File: src/rtl/cim_bitserial_accum_if.sv
// ---------------------------------------------------------------------------
// cim_bitserial_accum_if
//
// Purpose:
//   Bundles the control, input-beat and result handshakes of the CIM
//   bit-serial shift-and-accumulate block. Clock and reset stay outside.
//
// Signals:
//   start     - one-cycle pulse that begins a transaction
//   nbits     - number of bit-planes in the transaction (sampled on start)
//   sgn_mode  - 1 = two's-complement input, 0 = unsigned (sampled on start)
//   abort     - drop the current transaction
//   in_valid  - in_data beat is valid
//   in_ready  - block accepts a beat
//   in_data   - NCH signed samples, channel c at [c*DW +: DW]
//   out_valid - result is valid
//   out_ready - consumer accepts the result
//   out_data  - NCH signed sums, channel c at [c*AW +: AW]
//   busy      - a transaction is accumulating or waiting for hand-off
//   cfg_err   - one-cycle pulse: illegal nbits was clamped
//
// Modports:
//   master - the side that drives transactions (readout / testbench)
//   slave  - the accumulator itself
// ---------------------------------------------------------------------------
interface cim_bitserial_accum_if #(
    parameter int NCH     = 4,
    parameter int DW      = 10,
    parameter int MAXBITS = 8
);
    localparam int AW  = DW + MAXBITS;
    localparam int NBW = $clog2(MAXBITS + 1);

    logic               start;
    logic [NBW-1:0]     nbits;
    logic               sgn_mode;
    logic               abort;
    logic               in_valid;
    logic               in_ready;
    logic [NCH*DW-1:0]  in_data;
    logic               out_valid;
    logic               out_ready;
    logic [NCH*AW-1:0]  out_data;
    logic               busy;
    logic               cfg_err;

    modport master (
        output start, nbits, sgn_mode, abort, in_valid, in_data, out_ready,
        input  in_ready, out_valid, out_data, busy, cfg_err
    );

    modport slave (
        input  start, nbits, sgn_mode, abort, in_valid, in_data, out_ready,
        output in_ready, out_valid, out_data, busy, cfg_err
    );
endinterface

File: src/rtl/cim_bitserial_accum.sv
// ---------------------------------------------------------------------------
// cim_bitserial_accum
//
// Purpose:
//   Multi-channel bit-serial shift-and-accumulate for the CIM macro output
//   path. A transaction delivers one signed partial sum per channel for each
//   input bit-plane, LSB plane first. Plane i is weighted by 2^i; in signed
//   mode the MSB plane carries weight -2^(n-1). The finished per-channel sums
//   are handed to the result buffer through a valid/ready handshake.
//
// Ports:
//   clk  - rising-edge clock
//   RSTN - asynchronous active-low reset
//   bus  - cim_bitserial_accum_if.slave (control, input beats, results,
//          busy and cfg_err status)
// ---------------------------------------------------------------------------
module cim_bitserial_accum #(
    parameter int NCH     = 4,
    parameter int DW      = 10,
    parameter int MAXBITS = 8
) (
    input  logic                   clk,
    input  logic                   RSTN,
    cim_bitserial_accum_if.slave   bus
);
    localparam int AW  = DW + MAXBITS;
    localparam int NBW = $clog2(MAXBITS + 1);
    localparam logic [NBW-1:0] MAXN = NBW'(MAXBITS);

    typedef enum logic [1:0] {
        IDLE,
        ACC,
        DONE
    } state_e;

    state_e                   state_q, state_d;
    logic [NBW-1:0]           nbits_q, nbits_d;
    logic [NBW-1:0]           idx_q, idx_d;
    logic                     sgnMode_q, sgnMode_d;
    logic                     cfgErr_q, cfgErr_d;
    logic [NCH-1:0][AW-1:0]   acc_q, acc_d;

    logic                     nbitsLegal;
    logic                     lastBeat;
    logic                     beatFire;
    logic [AW-1:0]            term [NCH];

    // Zero planes or more planes than the datapath supports are both treated
    // as a full-precision transaction; the caller is told via cfg_err.
    assign nbitsLegal = (bus.nbits != '0) && (bus.nbits <= MAXN);
    // nbits_q is never zero while accumulating, so the subtraction cannot wrap.
    assign lastBeat   = (idx_q == (nbits_q - NBW'(1)));
    assign beatFire   = bus.in_valid && (state_q == ACC);

    // Each channel's sample is sign-extended to the full accumulator width
    // before shifting so negative partial sums keep their weight exactly.
    always_comb begin
        for (int c = 0; c < NCH; c++) begin
            term[c] = {{(AW-DW){bus.in_data[c*DW + DW - 1]}}, bus.in_data[c*DW +: DW]} << idx_q;
        end
    end

    // State and datapath registers. Reset clears everything so that no
    // partial result can ever be seen after a mid-transaction reset.
    always_ff @(posedge clk or negedge RSTN) begin
        if (!RSTN) begin
            state_q   <= IDLE;
            nbits_q   <= '0;
            idx_q     <= '0;
            sgnMode_q <= 1'b0;
            cfgErr_q  <= 1'b0;
            acc_q     <= '0;
        end else begin
            state_q   <= state_d;
            nbits_q   <= nbits_d;
            idx_q     <= idx_d;
            sgnMode_q <= sgnMode_d;
            cfgErr_q  <= cfgErr_d;
            acc_q     <= acc_d;
        end
    end

    // Next-state logic. Abort wins over everything else in the same cycle,
    // and start is only honoured in IDLE (including the cycle of the DONE
    // hand-off, where the state is still DONE).
    always_comb begin
        state_d   = state_q;
        nbits_d   = nbits_q;
        idx_d     = idx_q;
        sgnMode_d = sgnMode_q;
        cfgErr_d  = 1'b0;
        acc_d     = acc_q;

        if (bus.abort) begin
            state_d = IDLE;
            idx_d   = '0;
            acc_d   = '0;
        end else begin
            case (state_q)
                IDLE: begin
                    if (bus.start) begin
                        nbits_d   = nbitsLegal ? bus.nbits : MAXN;
                        sgnMode_d = bus.sgn_mode;
                        cfgErr_d  = !nbitsLegal;
                        idx_d     = '0;
                        acc_d     = '0;
                        state_d   = ACC;
                    end
                end
                ACC: begin
                    if (beatFire) begin
                        // The MSB plane of a two's-complement input has negative weight.
                        for (int c = 0; c < NCH; c++) begin
                            if (sgnMode_q && lastBeat) begin
                                acc_d[c] = acc_q[c] - term[c];
                            end else begin
                                acc_d[c] = acc_q[c] + term[c];
                            end
                        end
                        idx_d = idx_q + NBW'(1);
                        if (lastBeat) begin
                            state_d = DONE;
                        end
                    end
                end
                DONE: begin
                    if (bus.out_ready) begin
                        state_d = IDLE;
                    end
                end
                default: begin
                    state_d = IDLE;
                end
            endcase
        end
    end

    // Outputs are pure decodes of the registered state, so out_data is the
    // accumulator itself and stays put while the consumer stalls and after
    // the hand-off until the next start or abort.
    always_comb begin
        bus.in_ready  = (state_q == ACC);
        bus.out_valid = (state_q == DONE);
        bus.busy      = (state_q != IDLE);
        bus.cfg_err   = cfgErr_q;
        bus.out_data  = acc_q;
    end
endmodule

File: src/flat_wrapper.sv
// flat-port wrapper written by rule: the top's interface ports become plain ports
module cim_bitserial_accum_flat 
#(
    parameter int NCH     = 4,
    parameter int DW      = 10,
    parameter int MAXBITS = 8
)
  (clk, RSTN, bus_start, bus_nbits, bus_sgn_mode, bus_abort, bus_in_valid, bus_in_data, bus_out_ready, bus_in_ready, bus_out_valid, bus_out_data, bus_busy, bus_cfg_err);
  cim_bitserial_accum_if #(.NCH(NCH), .DW(DW), .MAXBITS(MAXBITS)) bus_i ();
  input  logic clk;
  input  logic RSTN;
  input wire logic [$bits(bus_i.start)-1:0] bus_start;
  input wire logic [$bits(bus_i.nbits)-1:0] bus_nbits;
  input wire logic [$bits(bus_i.sgn_mode)-1:0] bus_sgn_mode;
  input wire logic [$bits(bus_i.abort)-1:0] bus_abort;
  input wire logic [$bits(bus_i.in_valid)-1:0] bus_in_valid;
  input wire logic [$bits(bus_i.in_data)-1:0] bus_in_data;
  input wire logic [$bits(bus_i.out_ready)-1:0] bus_out_ready;
  output wire logic [$bits(bus_i.in_ready)-1:0] bus_in_ready;
  output wire logic [$bits(bus_i.out_valid)-1:0] bus_out_valid;
  output wire logic [$bits(bus_i.out_data)-1:0] bus_out_data;
  output wire logic [$bits(bus_i.busy)-1:0] bus_busy;
  output wire logic [$bits(bus_i.cfg_err)-1:0] bus_cfg_err;
  assign bus_i.start = bus_start;
  assign bus_i.nbits = bus_nbits;
  assign bus_i.sgn_mode = bus_sgn_mode;
  assign bus_i.abort = bus_abort;
  assign bus_i.in_valid = bus_in_valid;
  assign bus_i.in_data = bus_in_data;
  assign bus_i.out_ready = bus_out_ready;
  assign bus_in_ready = bus_i.in_ready;
  assign bus_out_valid = bus_i.out_valid;
  assign bus_out_data = bus_i.out_data;
  assign bus_busy = bus_i.busy;
  assign bus_cfg_err = bus_i.cfg_err;
  cim_bitserial_accum #(.NCH(NCH), .DW(DW), .MAXBITS(MAXBITS)) u_core (.clk(clk), .RSTN(RSTN), .bus(bus_i));
endmodule
File: config.mk
export PLATFORM = sky130hd
export DESIGN_NAME = cim_bitserial_accum_flat
export DESIGN_NICKNAME = d
export VERILOG_FILES = /design/src/rtl/cim_bitserial_accum_if.sv /design/src/rtl/cim_bitserial_accum.sv /design/src/flat_wrapper.sv
export SDC_FILE = /design/constraint.sdc
export NUM_CORES = 1
export LEC_CHECK = 0
export BUFFER_PORTS_ARGS = -buffer_cell sky130_fd_sc_hd__buf_2
export CORE_MARGIN = 8
export CORE_UTILIZATION = 30
export DETAILED_ROUTE_END_ITERATION = 10
export PLACE_DENSITY = 0.53
export REMOVE_ABC_BUFFERS = 1
export SLEW_MARGIN = 0
export SYNTH_ARGS = -nofsm -noshare
export SYNTH_HDL_FRONTEND = slang
export SYNTH_SLANG_ARGS = --single-unit
File: constraint.sdc
create_clock -name clk -period 4.2 [get_ports clk]
set_clock_uncertainty 0.05 [all_clocks]
set_input_delay 0.84 -clock clk [delete_from_list [all_inputs] [get_ports clk]]
set_output_delay 0.84 -clock clk [all_outputs]
set_load 0.02 [all_outputs]
# == After elaboration in Yosys (flattened, before gate mapping) ==
# Index checks and enable logic that the tools add are counted.
# word_totals
romBits,0
output_inout_bits,76
elab_cells,65
n_memories,0
reg_bits,84
in_bits,51
latch_bits,0
mem_bits_rw,0
# classes
multipliers,0
n_mux,22
div_mod_pow,0
n_addsub,10
n_lt_le_gt_ge,1
shift,4
reduce_logical,11
bitwise,1
n_eq_ne,7
# ops
operator,count
$mux W72,3
$pmux W72 S2,1
$add A18 B18 Y18,4
$mux W18,4
$shl A18 B4 Y18,4
$sub A18 B18 Y18,4
$mux W4,4
$mux W2,5
$pmux W4 S2,1
$ne A3 B2 Y1 const B,2
$ne A3 B3 Y1 const B,2
$pmux W2 S3,1
$reduce_and A3 Y1,2
$add A4 B1 Y4 const B,1
$eq A4 B4 Y1,1
$le A4 B4 Y1 const B,1
$reduce_and A4 Y1,1
$reduce_bool A4 Y1,1
$sub A4 B1 Y4 const B,1
$logic_and A1 B1 Y1,3
$mux W1,3
$reduce_bool A3 Y1,1
$eq A2 B1 Y1 const B,1
$eq A2 B2 Y1 const B,1
4 further kinds,4

# == Logic depth before layout (Yosys ltp) ==
# logic_depth
word_depth,7
depth_mapped,23
ltp_nobuf,19

# == Worst setup path after synthesis ==
# OpenSTA, ideal clock, no wires.
# synth_timing
path_type,register to register
startpoint,register u_core.idx_q[0]
endpoint,register u_core.acc_q (netlist bit u_core.bus.out_data[17])
arrival_time_ns,4.390
slack_ns,-0.364
setup_time_ns,0.124
required_time_ns,4.026
stages_incl_launch_ff,24
synth_period_minus_slack_ns,4.564
n_path_buf,7
path_cell_list,dfrtp_1 -> buf_6 -> buf_12 -> buf_6 -> buf_6 -> buf_2 -> xnor2_1 -> nor4_1 -> and2_1 -> clkbuf_1 -> clkbuf_1 -> a21oi_1 -> xnor2_1 -> ha_1 -> a21o_1 -> a21o_1 -> or3_1 -> a21oi_1 -> o21a_1 -> a211oi_1 -> a31o_2 -> xnor2_2 -> nor3_1 -> o21bai_1
# synth_via
elab_chain_cells,6
word_cells_on_any_way,9
cone_classes,2 x add/sub; 1 x eq/ne; 1 x shift; 4 x mux; 1 x reduce/logical
# synth_lines
element,line_no,text
from (decl),cim_bitserial_accum.sv:38,"logic [NBW-1:0] idx_q, idx_d;"
from (signal assigned),cim_bitserial_accum.sv:76,idx_q <= idx_d;
$shl A18 B4 Y18 / $eq A4 B4 Y1 (equally long branches),"cim_bitserial_accum.sv:59, cim_bitserial_accum.sv:52",
$add A18 B18 Y18 (tied with other cells),cim_bitserial_accum.sv:117,acc_d[c] = acc_q[c] + term[c];
$mux W18 (*),cim_bitserial_accum.sv:114,if (sgnMode_q && lastBeat) begin
$mux W72 (*),cim_bitserial_accum.sv:111,if (beatFire) begin
$pmux W72 S2 (*),cim_bitserial_accum.sv:99,case (state_q)
$mux W72 (*),cim_bitserial_accum.sv:94,if (bus.abort) begin
to (signal assigned),cim_bitserial_accum.sv:72,acc_q <= '0;
to (signal assigned),cim_bitserial_accum.sv:79,acc_q <= acc_d;
to (decl),cim_bitserial_accum.sv:41,"logic [NCH-1:0][AW-1:0] acc_q, acc_d;"
# Mark *: on every way between the ends. The rest lies on a longest branch, timed or not. The select of a mux whose other input is x is not followed.
# A chain may end at the register's enable or synchronous reset.

# == Worst setup path in the final report ==
# layout_timing
startpoint,register u_core.idx_q[0]
endpoint,register u_core.acc_q (netlist bit u_core.bus.out_data[53])
# The elaborated chain is that of the path after synthesis.

==> summary.md <==
| Metric | Value |
|---|---|
| CP Max Fanout | `6` |
| Avg WL per Cell | `16.7 um` |
| Commonest non-fill, non-tap cells in the layout | `290 x buf_4, 127 x nand2_1, 125 x buf_2` |
| Max Cap Violations | `0` |
| Commonest non-fill, non-tap cell in the layout | `buf_4` |
| Clk_lat worst skew | `380 ps` |
| Seq/Total Area, Yosys | `0.208` |
| EDFF count, synth | `0` |
| FMAX | `242 MHz` |
| Hold Crit Class | `input port to asynchronous set/reset pin` |
| ANT nets after route | `0` |
| Async SR Flop Fraction | `1.00` |
| Dpl hpwl | `27300 um` |
| Pwr/cell area | `244 nW/um^2` |
| Reg clk slew, reported paths | `70 ps` |
| Max VDD drop | `0.192 mV` |
| Rel. slew slack | `0.358` |
| First-pass GRT wire length | `55600 um` |
| CTS tree | `built` |
| Reg area | `2110 um^2` |
| GR Util All Layers | `0.175` |
| Via count | `10.7k` |
| Multi-input logic area | `7960 um^2` |
| Clock Root Buffer | `clkbuf_16` |
| Slew @ Worst Pin | `963 ps` |
| Post-route minimum period | `4140 ps` |
| Starting Density | `0.303` |
| FP Rows | `67` |
| Final number of hold-violating endpoints | `0` |
| Drt pass-1 iters | `5` |
| Final instance area | `14200 um^2` |
| Crit. End Element | `flip-flop` |
| Max Slew Vio Count | `0` |
| Initial antenna violation count | `1` |
| CTS Hold Bufs | `0` |
| # clock sinks | `84` |
| Critical Path Start Type | `flip-flop` |
| RSZ-0062 raised after global routing | `yes` |
| I/O pin count | `127` |
| Synth unique cells | `81` |
| CTS max path bufs | `2` |
| WP depth | `17` |
| Mean Syn Cell Area | `7.93 um^2` |
| Final setup viols | `0` |
| Yosys warnings | `0` |
| RR Endpoint | `u_core.bus.out_data[53]$_DFFE_PN0P_` |
| Main synth FF type | `dfrtp_1` |
| Static leakage power | `6.78 nW` |
| Critical path's slowest cell | `dfrtp_4` |
| # DRC | `0` |
| Die area | `39800 um^2` |
| Crit path max-delay family | `compound AO/OA/AOI/OAI gates` |
| Crit path to | `u_core.bus.out_data[53]$_DFFE_PN0P_` |
| Initial DRC count | `426` |
| Status | `finished clean` |
| Hold Slack | `404 ps` |
| Critical path buffers and inverters | `2` |
| Critical Path RT | `4400 ps` |
| Flop2flop setup slack | `60 ps` |
| CTS Buf Count | `9` |
| Final Cycle Share | `0.986` |
| Layout Nets | `1777` |
| Post-Synthesis Cell Area | `10100 um^2` |
| Fraction of layout cells with a size suffix above 1 | `0.360` |
| Reg2reg start | `u_core.idx_q[0]$_DFFE_PN0P_` |
| Die H | `200 um` |
| H-tree levels | `3` |
| Worst setup startpoint | `u_core.idx_q[0]$_DFFE_PN0P_` |
| Die width | `200 um` |
| Placed cell area | `13200 um^2` |
| Port bufs | `126` |
| Yosys reg bits | `84` |
| Core Region | `33400 um^2` |
| Grt total ovfl | `0` |
| Vias/cell | `5.07` |
| Vias in the first global route | `10.8k` |
| Final wirelength | `35000 um` |
| Crit path cell chain | `buf_6 > buf_6 > mux2_4 > o31ai_4 > a2bb2oi_4 > o31a_1 > or2_4 > o31ai_4 > xnor2_1 > ha_1 > a21o_1 > nor3_2 > a21oi_2 > o41ai_2 > o21ai_0 > xnor2_1 > o21ai_1` |
| Syn-to-layout area delta | `40.7%` |
| Largest net degree at the start of global routing | `44` |
| GPL Wtd Cong | `0.906` |
| Final core utilization | `0.426` |
| Worst Path Arrival | `4340 ps` |
| Critical path's largest stage delay | `550 ps` |
| Reg2Reg Depth | `17` |
| Post-Syn Instances | `1274` |
| Crit Path Class | `flip-flop to flip-flop` |
| Fillers | `3437` |
-- what timing repair did --
action | 4_1_cts | 5_1_grt
gates resized for setup | 21 | 131
pin swaps | 3 | 67
hold endpoints to repair | 0 | 0
buffers inserted | 4 | 19
endpoints found under the setup margin | 13 | 29
-- metal layers --
metal | GRT usage | vias up | wire (um)
met5 | 0 | - | 0
met4 | 0.0559 | 0 | 724
met3 | 0.0333 | 49 | 1520
met2 | 0.295 | 238 | 16800
met1 | 0.221 | 4993 | 15900
li1 | - | 5375 | -
-- cells by family (layout without fill, tap and decap cells) --
group                      Yosys count  after routing  synth area share
AOI/OAI and AO/OA                  417            417             0.261
xor gates and xnor gates           122            122             0.107
adders and majority gates           78             78            0.0996
buffers and inverters              119            497            0.0520
DFF                                 84             84             0.208
muxes                               77             77            0.0972
other                                0              1                 0
and+or+nand+nor                    377            377             0.175
-- how the worst min path moves through the flow --
| stage | from | endpoint | cells past startpoint |
|---|---|---|---|
| floorplan | u_core.nbits_q[3]$_DFFE_PN0P_ | u_core.nbits_q[3]$_DFFE_PN0P_ | 2 |
| global placement | u_core.bus.out_data[18]$_DFFE_PN0P_ | u_core.bus.out_data[18]$_DFFE_PN0P_ | 2 |
| detailed placement | u_core.bus.out_data[18]$_DFFE_PN0P_ | u_core.bus.out_data[18]$_DFFE_PN0P_ | 2 |
| CTS | RSTN | u_core.bus.out_data[23]$_DFFE_PN0P_ | 1 |
| global route | RSTN | u_core.bus.out_data[23]$_DFFE_PN0P_ | 1 |
| finish | RSTN | u_core.bus.out_data[23]$_DFFE_PN0P_ | 1 |
-- sequential cells by signal, indices dropped and copies added, names as in the netlist --
name	cells
u_core.state_q	2
u_core.nbits_q	4
u_core.bus.out_data	72
u_core.bus.cfg_err	1
u_core.sgnMode_q	1
u_core.idx_q	4
-- report_power, final --
| group | internal [mW] | switching [mW] | leakage, nW |
|---|---|---|---|
| clock network | 0.473 | 0.378 | 0.138 |
| registers | 0.864 | 0.0543 | 1.15 |
| logic | 0.846 | 0.858 | 5.50 |
-- worst register-to-register path, delay by kind of cell, from the launching register on --
family,cells,cell delay (ps)
AO/OA/AOI/OAI,9,1800
flip-flops,1,550
AND/OR/NAND/NOR,2,450
adder cells (fa/ha/maj),1,330
multiplexers,1,310
buffers and inverters,2,290
XOR/XNOR,2,250
-- layout make-up --
class,instances,share of cell area
multi-input combinational,1071,0.560
clock buffer,11,0.0171
timing repair buffer,434,0.218
inverter,48,0.0131
sequential,84,0.148
clock inverter,4,0.00352
antenna,1,0.000176
tap,448,0.0394
-- metrics by stage --
stage               worst slack [ps]  TNS (ps)  cells  power [mW]
floorplan                      -1770    -75690   1203        1.84
global placement                -376     -2890   2064        2.50
finish                          59.5         0   2101        3.47
global route                    -140      -864   2101        3.72
CTS                            -9.01     -13.4   2083        3.42
detailed placement              -376     -3550   2064        2.52
-- synth_stat cells (all sizes together) (17+ instances only) --
library cell / instances / area (um^2)
nor3: 29 / 150
nand2: 128 / 480
o31ai: 19 / 148
buf: 29 / 188
a21oi: 104 / 524
nor2b: 20 / 125
mux2i: 43 / 430
xor2: 55 / 482
o21ai: 137 / 686
a21o: 23 / 173
xnor2: 67 / 594
dfrtp: 84 / 2100
mux2: 20 / 225
ha: 74 / 926
nor2: 109 / 409
nand2b: 17 / 106
clkbuf: 42 / 158
inv: 46 / 173
Power figures use the tool's default switching activity.
